--- src/rtl/mac_mem_arbiter_pkg.sv ---
// mac_mem_arbiter_pkg
//   Shared definitions for the L_mac / scratch-memory arbiter:
//   FSM state encoding, default watchdog limit, shared-bus widths and a
//   small wrap-around index helper used for the round-robin pointer.
package mac_mem_arbiter_pkg;

  typedef enum logic [1:0] {
    ARB_IDLE    = 2'd0,
    ARB_GRANT   = 2'd1,
    ARB_RELEASE = 2'd2
  } arb_state_t;

  localparam int WD_LIMIT_DEFAULT = 1023;

  localparam int MEM_AW   = 11;  // scratch-memory write address width
  localparam int MEM_DW   = 32;  // scratch-memory write data width
  localparam int MAC_OPW  = 16;  // L_mac operand width (A, B)
  localparam int MAC_ACCW = 32;  // L_mac accumulator width (C)
  localparam int WD_CW    = 11;  // watchdog counter width

  // (idx + 1) mod n without a divider.
  function automatic int next_idx(input int idx, input int n);
    return (idx + 1 >= n) ? 0 : idx + 1;
  endfunction

endpackage

--- src/rtl/mac_mem_arbiter_rr_pick.sv ---
// mac_mem_arbiter_rr_pick
//   Combinational round-robin picker. Scans the eligible vector starting at
//   i_ptr and wrapping upward; the first set bit wins.
// Ports:
//   i_eligible [N-1:0]  candidate requesters
//   i_ptr      [PW-1:0] index where the search starts
//   o_onehot   [N-1:0]  one-hot winner (zero when nothing is eligible)
//   o_idx      [PW-1:0] winner index (zero when nothing is eligible)
//   o_any               at least one requester is eligible
module mac_mem_arbiter_rr_pick #(
  parameter int N  = 4,
  parameter int PW = 2
) (
  input  logic [N-1:0]  i_eligible,
  input  logic [PW-1:0] i_ptr,
  output logic [N-1:0]  o_onehot,
  output logic [PW-1:0] o_idx,
  output logic          o_any
);

  always_comb begin
    o_onehot = '0;
    o_idx    = '0;
    o_any    = 1'b0;
    // Walk from the farthest position back to i_ptr so the candidate closest
    // to the pointer is the last one written and therefore wins.
    for (int k = N - 1; k >= 0; k--) begin
      if (i_eligible[(int'(i_ptr) + k) % N]) begin
        o_onehot                          = '0;
        o_onehot[(int'(i_ptr) + k) % N]   = 1'b1;
        o_idx                             = PW'((int'(i_ptr) + k) % N);
        o_any                             = 1'b1;
      end
    end
  end

endmodule

--- src/rtl/mac_mem_arbiter.sv ---
// mac_mem_arbiter
//   Round-robin owner arbiter for one shared L_mac unit and one shared
//   scratch-memory write port. A requester holds req for its whole
//   transaction; the registered grant selects whose drive signals reach the
//   shared outputs. Every handover costs exactly one dead (ARB_RELEASE) cycle.
//   Optional feature macro: ARB_WATCHDOG_EN (per-grant watchdog revoke).
// Ports:
//   clk, reset                      clock, synchronous active-high reset
//   req[N_REQ]                      ownership requests
//   reqMemWriteEn/Addr/Out          per-requester memory write drive
//   reqL_macOutA/B/C                per-requester L_mac drive
//   grant[N_REQ]                    registered one-hot owner (or zero)
//   busy                            high while in ARB_GRANT
//   memWriteEn/Addr, memOut         shared memory write port
//   L_macOutA/B/C                   shared L_mac inputs
//   wdFault                         one-cycle pulse on watchdog revoke
//   o_dbg_state                     current FSM state
//
// Handshake: req is a level held by the requester for the whole
// transaction; ownership starts the cycle grant[i]=1 is seen and ends when
// the requester drops req. The owner's drive signals reach the shared
// outputs combinationally in every cycle its grant bit is high; with grant=0
// every shared output is 0.
module mac_mem_arbiter
  import mac_mem_arbiter_pkg::*;
#(
  parameter int N_REQ    = 4,
  parameter int WD_LIMIT = WD_LIMIT_DEFAULT
) (
  input  logic                        clk,
  input  logic                        reset,
  input  logic [N_REQ-1:0]            req,
  input  logic [N_REQ-1:0]            reqMemWriteEn,
  input  logic [MEM_AW*N_REQ-1:0]     reqMemWriteAddr,
  input  logic [MEM_DW*N_REQ-1:0]     reqMemOut,
  input  logic [MAC_OPW*N_REQ-1:0]    reqL_macOutA,
  input  logic [MAC_OPW*N_REQ-1:0]    reqL_macOutB,
  input  logic [MAC_ACCW*N_REQ-1:0]   reqL_macOutC,
  output logic [N_REQ-1:0]            grant,
  output logic                        busy,
  output logic                        memWriteEn,
  output logic [MEM_AW-1:0]           memWriteAddr,
  output logic [MEM_DW-1:0]           memOut,
  output logic [MAC_OPW-1:0]          L_macOutA,
  output logic [MAC_OPW-1:0]          L_macOutB,
  output logic [MAC_ACCW-1:0]         L_macOutC,
  output logic                        wdFault,
  output arb_state_t                  o_dbg_state
);

  localparam int PW = (N_REQ > 1) ? $clog2(N_REQ) : 1;

  arb_state_t       r_state, w_next_state;
  logic [N_REQ-1:0] r_grant, w_grant_next;
  logic [PW-1:0]    r_owner, w_owner_next;
  logic [PW-1:0]    r_ptr, w_ptr_next;
  logic [N_REQ-1:0] w_eligible, w_mask, w_pick_oh;
  logic [PW-1:0]    w_pick_idx;
  logic             w_pick_any;
  logic             w_owner_req;
  logic             w_revoke;

  assign w_owner_req = req[r_owner];
  assign w_eligible  = req & ~w_mask;

  mac_mem_arbiter_rr_pick #(.N(N_REQ), .PW(PW)) u_pick (
    .i_eligible (w_eligible),
    .i_ptr      (r_ptr),
    .o_onehot   (w_pick_oh),
    .o_idx      (w_pick_idx),
    .o_any      (w_pick_any)
  );

`ifdef ARB_WATCHDOG_EN
  logic [WD_CW-1:0] r_wd_cnt;
  logic [N_REQ-1:0] r_mask;
  logic             r_wd_fault;

  // Counter is 0 on the first ARB_GRANT cycle, so the revoke fires after the
  // owner has held the resources for WD_LIMIT cycles.
  assign w_revoke = (r_state == ARB_GRANT) && w_owner_req &&
                    (r_wd_cnt == WD_CW'(WD_LIMIT - 1));

  always_ff @(posedge clk) begin
    if (reset) begin
      r_wd_cnt   <= '0;
      r_mask     <= '0;
      r_wd_fault <= 1'b0;
    end else begin
      r_wd_fault <= w_revoke;
      r_wd_cnt   <= (r_state == ARB_GRANT && !w_revoke) ? r_wd_cnt + 1'b1 : '0;
      // A masked requester becomes eligible again only after it drops req.
      r_mask     <= (r_mask & req) | (w_revoke ? r_grant : '0);
    end
  end

  assign w_mask  = r_mask;
  assign wdFault = r_wd_fault;
`else
  logic w_unused_wd_limit;
  assign w_unused_wd_limit = (WD_LIMIT != 0);
  assign w_revoke = 1'b0;
  assign w_mask   = '0;
  assign wdFault  = 1'b0;
`endif

  always_comb begin
    w_next_state = r_state;
    w_grant_next = r_grant;
    w_owner_next = r_owner;
    w_ptr_next   = r_ptr;
    case (r_state)
      ARB_IDLE, ARB_RELEASE: begin
        if (w_pick_any) begin
          w_next_state = ARB_GRANT;
          w_grant_next = w_pick_oh;
          w_owner_next = w_pick_idx;
        end else begin
          w_next_state = ARB_IDLE;
          w_grant_next = '0;
        end
      end
      ARB_GRANT: begin
        if (!w_owner_req || w_revoke) begin
          w_next_state = ARB_RELEASE;
          w_grant_next = '0;
          w_ptr_next   = PW'(next_idx(int'(r_owner), N_REQ));
        end
      end
      default: begin
        w_next_state = ARB_IDLE;
        w_grant_next = '0;
      end
    endcase
  end

  always_ff @(posedge clk) begin
    if (reset) begin
      r_state <= ARB_IDLE;
      r_grant <= '0;
      r_owner <= '0;
      r_ptr   <= '0;
    end else begin
      r_state <= w_next_state;
      r_grant <= w_grant_next;
      r_owner <= w_owner_next;
      r_ptr   <= w_ptr_next;
    end
  end

  // AND-OR mux on the registered one-hot grant; zero grant gives zero outputs.
  always_comb begin
    memWriteEn   = 1'b0;
    memWriteAddr = '0;
    memOut       = '0;
    L_macOutA    = '0;
    L_macOutB    = '0;
    L_macOutC    = '0;
    for (int i = 0; i < N_REQ; i++) begin
      if (r_grant[i]) begin
        memWriteEn   = memWriteEn   | reqMemWriteEn[i];
        memWriteAddr = memWriteAddr | reqMemWriteAddr[i*MEM_AW +: MEM_AW];
        memOut       = memOut       | reqMemOut[i*MEM_DW +: MEM_DW];
        L_macOutA    = L_macOutA    | reqL_macOutA[i*MAC_OPW +: MAC_OPW];
        L_macOutB    = L_macOutB    | reqL_macOutB[i*MAC_OPW +: MAC_OPW];
        L_macOutC    = L_macOutC    | reqL_macOutC[i*MAC_ACCW +: MAC_ACCW];
      end
    end
  end

  assign grant       = r_grant;
  assign busy        = (r_state == ARB_GRANT);
  assign o_dbg_state = r_state;

endmodule
--- config.mk ---
export PLATFORM = sky130hd
export DESIGN_NAME = mac_mem_arbiter
export DESIGN_NICKNAME = d
export VERILOG_FILES = /design/src/rtl/mac_mem_arbiter_pkg.sv /design/src/rtl/mac_mem_arbiter_rr_pick.sv /design/src/rtl/mac_mem_arbiter.sv
export SDC_FILE = /design/constraint.sdc
export NUM_CORES = 1
export LEC_CHECK = 0
export ABC_CLOCK_PERIOD_IN_PS = 2900
export CAP_MARGIN = 20
export CELL_PAD_IN_SITES_DETAIL_PLACEMENT = 0
export CELL_PAD_IN_SITES_GLOBAL_PLACEMENT = 2
export CORE_AREA = 2 2 218 220
export CTS_BUF_LIST = sky130_fd_sc_hd__clkbuf_16
export DETAILED_ROUTE_END_ITERATION = 10
export DIE_AREA = 0 0 220 222
export PLACE_DENSITY = 0.68
export SLEW_MARGIN = 30
export SYNTH_ARGS = -nofsm -noshare
export SYNTH_HDL_FRONTEND = slang
export SYNTH_HIERARCHICAL = 1
export SYNTH_SLANG_ARGS = --single-unit
--- constraint.sdc ---
create_clock -name clk -period 2.9 [get_ports clk]
set_clock_uncertainty 0.2 [all_clocks]
set_input_delay 0.29 -clock clk [delete_from_list [all_inputs] [get_ports clk]]
set_output_delay 0.29 -clock clk [all_outputs]
set_load 0.02 [all_outputs]
## Yosys cells after proc, flatten, opt, wreduce, memory -nomap -nowiden

Cells that the tools add are included.

- Bits in registers: 10
- Input port bits: 438
- Output and inout port bits: 116
- Word-level logic and storage cells: 118

- Add/subtract/negate cells: 4
- Magnitude comparators: 10
- Equal/unequal tests: 3
- Multiplexer cells: 64
- Bitwise logic cells: 22
- Reduce and logical (&&, ||, !) cells: 11

Operator list:

| cell | number |
|---|---|
| two-way mux 32 bit | 8 |
| bitwise OR 32 bit | 6 |
| two-way mux 16 bit | 8 |
| bitwise OR 16 bit | 6 |
| two-way mux 11 bit | 4 |
| bitwise OR 11 bit | 3 |
| two-way mux 4 bit | 6 |
| two-way mux 1 bit | 21 |
| < comparator 3 x 4 -> 1 bit (second input constant) | 3 |
| two-way mux 2 bit | 6 |
| binary-select mux 1 bit (select 2 bit) | 5 |
| greater-or-equal comparator 3 x 1 -> 1 bit (second input constant) | 3 |
| demux 1 bit (select 2 bit) | 4 |
| one-hot mux 4 bit (2 select lines) | 1 |
| OR reduction 2 bit | 4 |
| < comparator 2 x 3 -> 1 bit (second input constant) | 2 |
| adder 2 bit (second input constant) | 2 |
| logical AND 1 bit | 4 |
| one-hot mux 2 bit (2 select lines) | 1 |
| AND reduction 2 bit | 2 |
| adder 2 x 1 -> 3 bit (second input constant) | 1 |
| AND 1 bit (first input constant) | 3 |
| greater-or-equal comparator 3 bit (second input constant) | 1 |
| bitwise OR 1 bit | 3 |
| 7 further kinds | 7 |

## Depth between registers and ports, before layout

- Depth after elaboration: 13
- Gate-level depth with buffers: 10
- Gate-level depth less buffers: 8

## Modules after synthesis

The synthesis kept the hierarchy.

Modules (own cells, without submodules):

| module | instances | cells each | area each (um2) | seq. area each (um2) |
|---|---|---|---|---|
| mac_mem_arbiter | 1 | 422 | 2721.4 | 200.2 |
| mac_mem_arbiter_rr_pick | 1 | 61 | 509.2 | 0.0 |

## Least setup slack after synthesis

OpenSTA, ideal clock, no wires.

- Kind: flip-flop to flip-flop
- Start point: reg r_ptr[0]
- End point: reg r_grant[3] (netlist: grant[3])
- Setup time: 0.067 ns
- Arrival: 2.158 ns
- Data required time: 2.633 ns
- Setup slack: 0.475 ns
- Cell stages (with the launch flop): 11
- Path buffers: 2
- Clock period less this slack: 2.425 ns
- Cells stage by stage: dfxtp_1 buf_6 inv_1 ha_1 buf_2 or3b_2 nand3_1 nand4_1 a31oi_1 nand3b_1 o21ai_2

- Word-level cells in the longest chain between the ends: 13

Ends and longest elaborated chain:

| what | line | text |
|---|---|---|
| start, declared | mac_mem_arbiter.sv:56 | `logic [PW-1:0] r_ptr, w_ptr_next;` |
| start signal, assigned | mac_mem_arbiter.sv:147 | `r_ptr <= w_ptr_next;` |
| adder 2 bit | mac_mem_arbiter_rr_pick.sv:28, mac_mem_arbiter_rr_pick.sv:30 |  |
| OR reduction 2 bit (no line) | n/a |  |
| AND 1 bit (no line) | n/a |  |
| < comparator 3 x 4 -> 1 bit (implied by the code) or greater-or-equal comparator 3 x 1 -> 1 bit (tied branches) | mac_mem_arbiter_rr_pick.sv:30 | `o_onehot[(int'(i_ptr) + k) % N] = 1'b1;` |
| logical AND 1 bit (implied by the code) | mac_mem_arbiter_rr_pick.sv:30 |  |
| two-way mux 1 bit (implied by the code) | mac_mem_arbiter_rr_pick.sv:30 |  |
| demux 1 bit (select 2 bit) | n/a |  |
| two-way mux 4 bit (3 in series) | mac_mem_arbiter_rr_pick.sv:28 | `if (i_eligible[(int'(i_ptr) + k) % N]) begin` |
| two-way mux 4 bit * | mac_mem_arbiter_rr_pick.sv:28 |  |
| net w_pick_oh[3] | mac_mem_arbiter.sv:57 | `logic [N_REQ-1:0] w_eligible, w_mask, w_pick_oh;` |
| two-way mux 4 bit * | mac_mem_arbiter.sv:114 | `if (w_pick_any) begin` |
| one-hot mux 4 bit (2 select lines) * | mac_mem_arbiter.sv:112 | `case (r_state)` |
| end signal, assigned | mac_mem_arbiter.sv:145 | `r_grant <= w_grant_next;` |
| end, declared | mac_mem_arbiter.sv:54 | `logic [N_REQ-1:0] r_grant, w_grant_next;` |

The timed path passes the listed nets; every way through them passes the cells marked *. The select of a mux whose other input is x is not followed.
A chain may end at the register's enable or synchronous reset.

## Worst setup path in the final report

- Start point: reg r_grant[2] (netlist: grant[2])
- End point: out L_macOutC[7]

- Word-level cells in the longest chain between the ends: 3

Ends and longest elaborated chain:

| what | line | text |
|---|---|---|
| two-way mux 32 bit * | mac_mem_arbiter.sv:160 | `if (r_grant[i]) begin` |
| bitwise OR 32 bit | mac_mem_arbiter.sv:166 | `L_macOutC = L_macOutC \| reqL_macOutC[i*MAC_ACCW +: MAC_ACCW];` |
| two-way mux 32 bit * | mac_mem_arbiter.sv:160 |  |
| end, declared | mac_mem_arbiter.sv:46 | `output logic [MAC_ACCW-1:0] L_macOutC,` |

Mark *: on every way between the ends. The rest lies on a longest branch, timed or not.

==> qor.csv <==
metric,value,unit
status,finished clean,
seq_area_frac_synth,0.06197,
hold_start,grant[3],
n_fill_cell,5194,
cp.arrival,1950,ps
cts_buffers,3,
core,0.04626,mm2
diodes,0,
drt_iter0_drc,294,
rr_endpoint,grant[0],
area_growth,196.5,%
gr-usage-all-layers,0.1026,
fmax,409.9,MHz
cts_resized,0,
netlist_instances,483,
wl,28.02,mm
critPathCaptureType,output port,
routed.top_layer,met4,
layout.nets,1447,
ios,554,
grt_max_degree,57,
drv_cap,0,
sequentialPowerShare,0.061,
worstPathCellList,buf_12 -> a22oi_1 -> nand2_1 -> clkdlybuf4s50_1,
power.switching,0.001311,W
critPathMaxFanout,52,
holdPathEnd,grant[3],
met2_length,14.87,mm
drcViolationCount,0,
r2r_slack,630,ps
cts.clk_slew.worst_paths,40,ps
netSwitchingFraction,0.4324,
dr_wl_met3,2.946,mm
reg2reg_depth,8,
root_buffer,clkbuf_16,
timing.hold.ws,370.6,ps
cts_max_level,1,
wl_per_cell,17.45,um
ant_nets,0,
internal-power,0.001721,W
clkSinkCount,10,
postCtsSetupBuffers,0,
pwr-share-clk,0.082,
startpoint_type,flip-flop,
power.total,0.003033,W
final_common_cell,clkdlybuf4s50_1,
drive_above_1_share,0.03804,
routedLengthMet1,9.601,mm
syn_area,0.003231,mm2
pre_cts_slack,537.1,ps
antenna_found_initial,0,
setup_slack,460.1,ps
comb_power_share,0.857,
setup_viol,0,
die_h,222,um
start_util,0.06984,
rows,79,
async_flop_share,0,
path_class,reg -> out,
grt_pass1_vias,6292,
grt_pass1_wl,37.90,mm
power_density,316.6,mW/mm2
num_vias,6161,
finalMaxSlewViolations,0,
hp-class,reg -> reg,
die_w,220,um
hpwl,23.35,mm
path_delay_family,buffers and inverters,
portBuffers,552,
viasPerCell,3.836,
worst-slew-pin-transition,527.7,ps
synth_edf_count,0,
syn_nets,930,
design.die.area,0.04884,mm2
hold_viol_final,0,
ys.flop_type,dfxtp_1,
cts_tree,yes,
cts_hold_buffers,0,
gp_congestion,0.8484,
critical-path-slowest-cell,clkdlybuf4s50_1,
clk-insertion-delay-late,240,ps
cp_num_buf_inv,2,
period_needed,2440,ps
ys_seq_elements,10,
finalCritPeriodShare,0.8413,
rsz0062_at_grt,no,
crit_cells,4,
syn_avg_cell_area,6.689,um2
clk_path_buf_depth,2,
critPathRequiredTime,2410,ps
hold_depth,2,
drt_pass1_iterations,4,
grt_overflow,0,
fin_tns_setup,0,ps
synth.distinct_cells,44,
yosys_warnings,6,
slowest_delay,670,ps
rr_startpoint,r_ptr[0],
p_leak,3.525,nW
final_cell_mix,"clkdlybuf4s50_1, a22oi_1, nand2_1",
slew_headroom,0.6471,
ir_drop,0.0002299,V
per-layer routing:
metal,track usage,up-vias
li1,-,2938
met1,0.1067,2815
met2,0.2028,384
met3,0.02373,24
met4,0.02425,0
met5,0,-
per-stage QoR:
stage,instances,area [um2],util
after floorplan,483,3231,-
after global placement,1602,9500,0.2054
final,1606,9579,0.2071
after CTS,1606,9579,0.2071
after detailed placement,1602,9500,0.2054
after global routing,1606,9579,0.2071
state kept, by name, indices dropped and copies added, names as in the netlist:
signal / flops
r_ptr: 2
o_dbg_state: 2
r_owner: 2
grant: 4
power by group through the flow:
stage / combinational (W) / sequential (W) / clock (W)
global placement: 0.00263 / 0.000188 / 0
floorplan: 0.00109 / 0.000179 / 0
detailed placement: 0.00262 / 0.000189 / 0
finish: 0.00260 / 0.000186 / 0.000248
global route: 0.00277 / 0.000190 / 0.000263
CTS: 0.00263 / 0.000186 / 0.000256
worst reg2reg max path, stage by stage (launching register included):
cell,delay [ps]
dfxtp_1,320
inv_1,110
ha_1,450
or3b_2,480
nand3_1,160
nand4_1,130
a31oi_1,190
nand3b_1,100
o21ai_1,70
cells by family (layout without fill, tap and decap cells):
logic type,Yosys count,in the layout,synth area share
DFF,10,10,0.06197
AOI/OAI and AO/OA,240,240,0.5538
and+or+nand+nor,153,153,0.2134
muxes,12,12,0.05228
buffers and inverters,58,574,0.08250
adders and majority gates,9,9,0.03486
other,1,1,0.001161
final cells by class:
type	count	area, um2	share of cell area
Inverter	3	11.26	0.001176
Clock buffer	3	75.07	0.007837
Sequential cell	10	215.2	0.02247
Tap cell	607	759.5	0.07928
Timing Repair Buffer	567	5751	0.6003
Clock inverter	1	3.754	0.0003918
Multi-Input combinational cell	415	2764	0.2885
how the worst max path moves through the flow:
| stage | start | end | slack [ps] |
|---|---|---|---|
| final | grant[2] | L_macOutC[7] | 460 |
| after global routing | grant[2] | L_macOutB[11] | 370 |
| after CTS | grant[2] | L_macOutB[11] | 440 |
| after detailed placement | req[1] | grant[3] | 540 |
| after global placement | req[0] | grant[3] | 540 |
| after floorplan | r_ptr[0] | grant[3] | 480 |
synth_stat cells, types with 3 or more instances:
cell      number  area [um2]
dfxtp_1       10       200.2
inv_1          3       11.26
nand2b_1       6       37.54
nand3b_1       6       45.04
o21ai_0        3       15.01
ha_1           9       112.6
a21oi_1        3       15.01
a22oi_1      220        1652
nand4_1        4       25.02
o21ai_1        3       15.01
buf_1          7       26.28
buf_6          3       33.78
nand2_1      110       412.9
mux2i_1        5       50.05
buf_2         18       90.09
nor2_1        11       41.29
clkbuf_1      26       97.59
a31oi_1        4       25.02
Power figures use the tool's default switching activity.
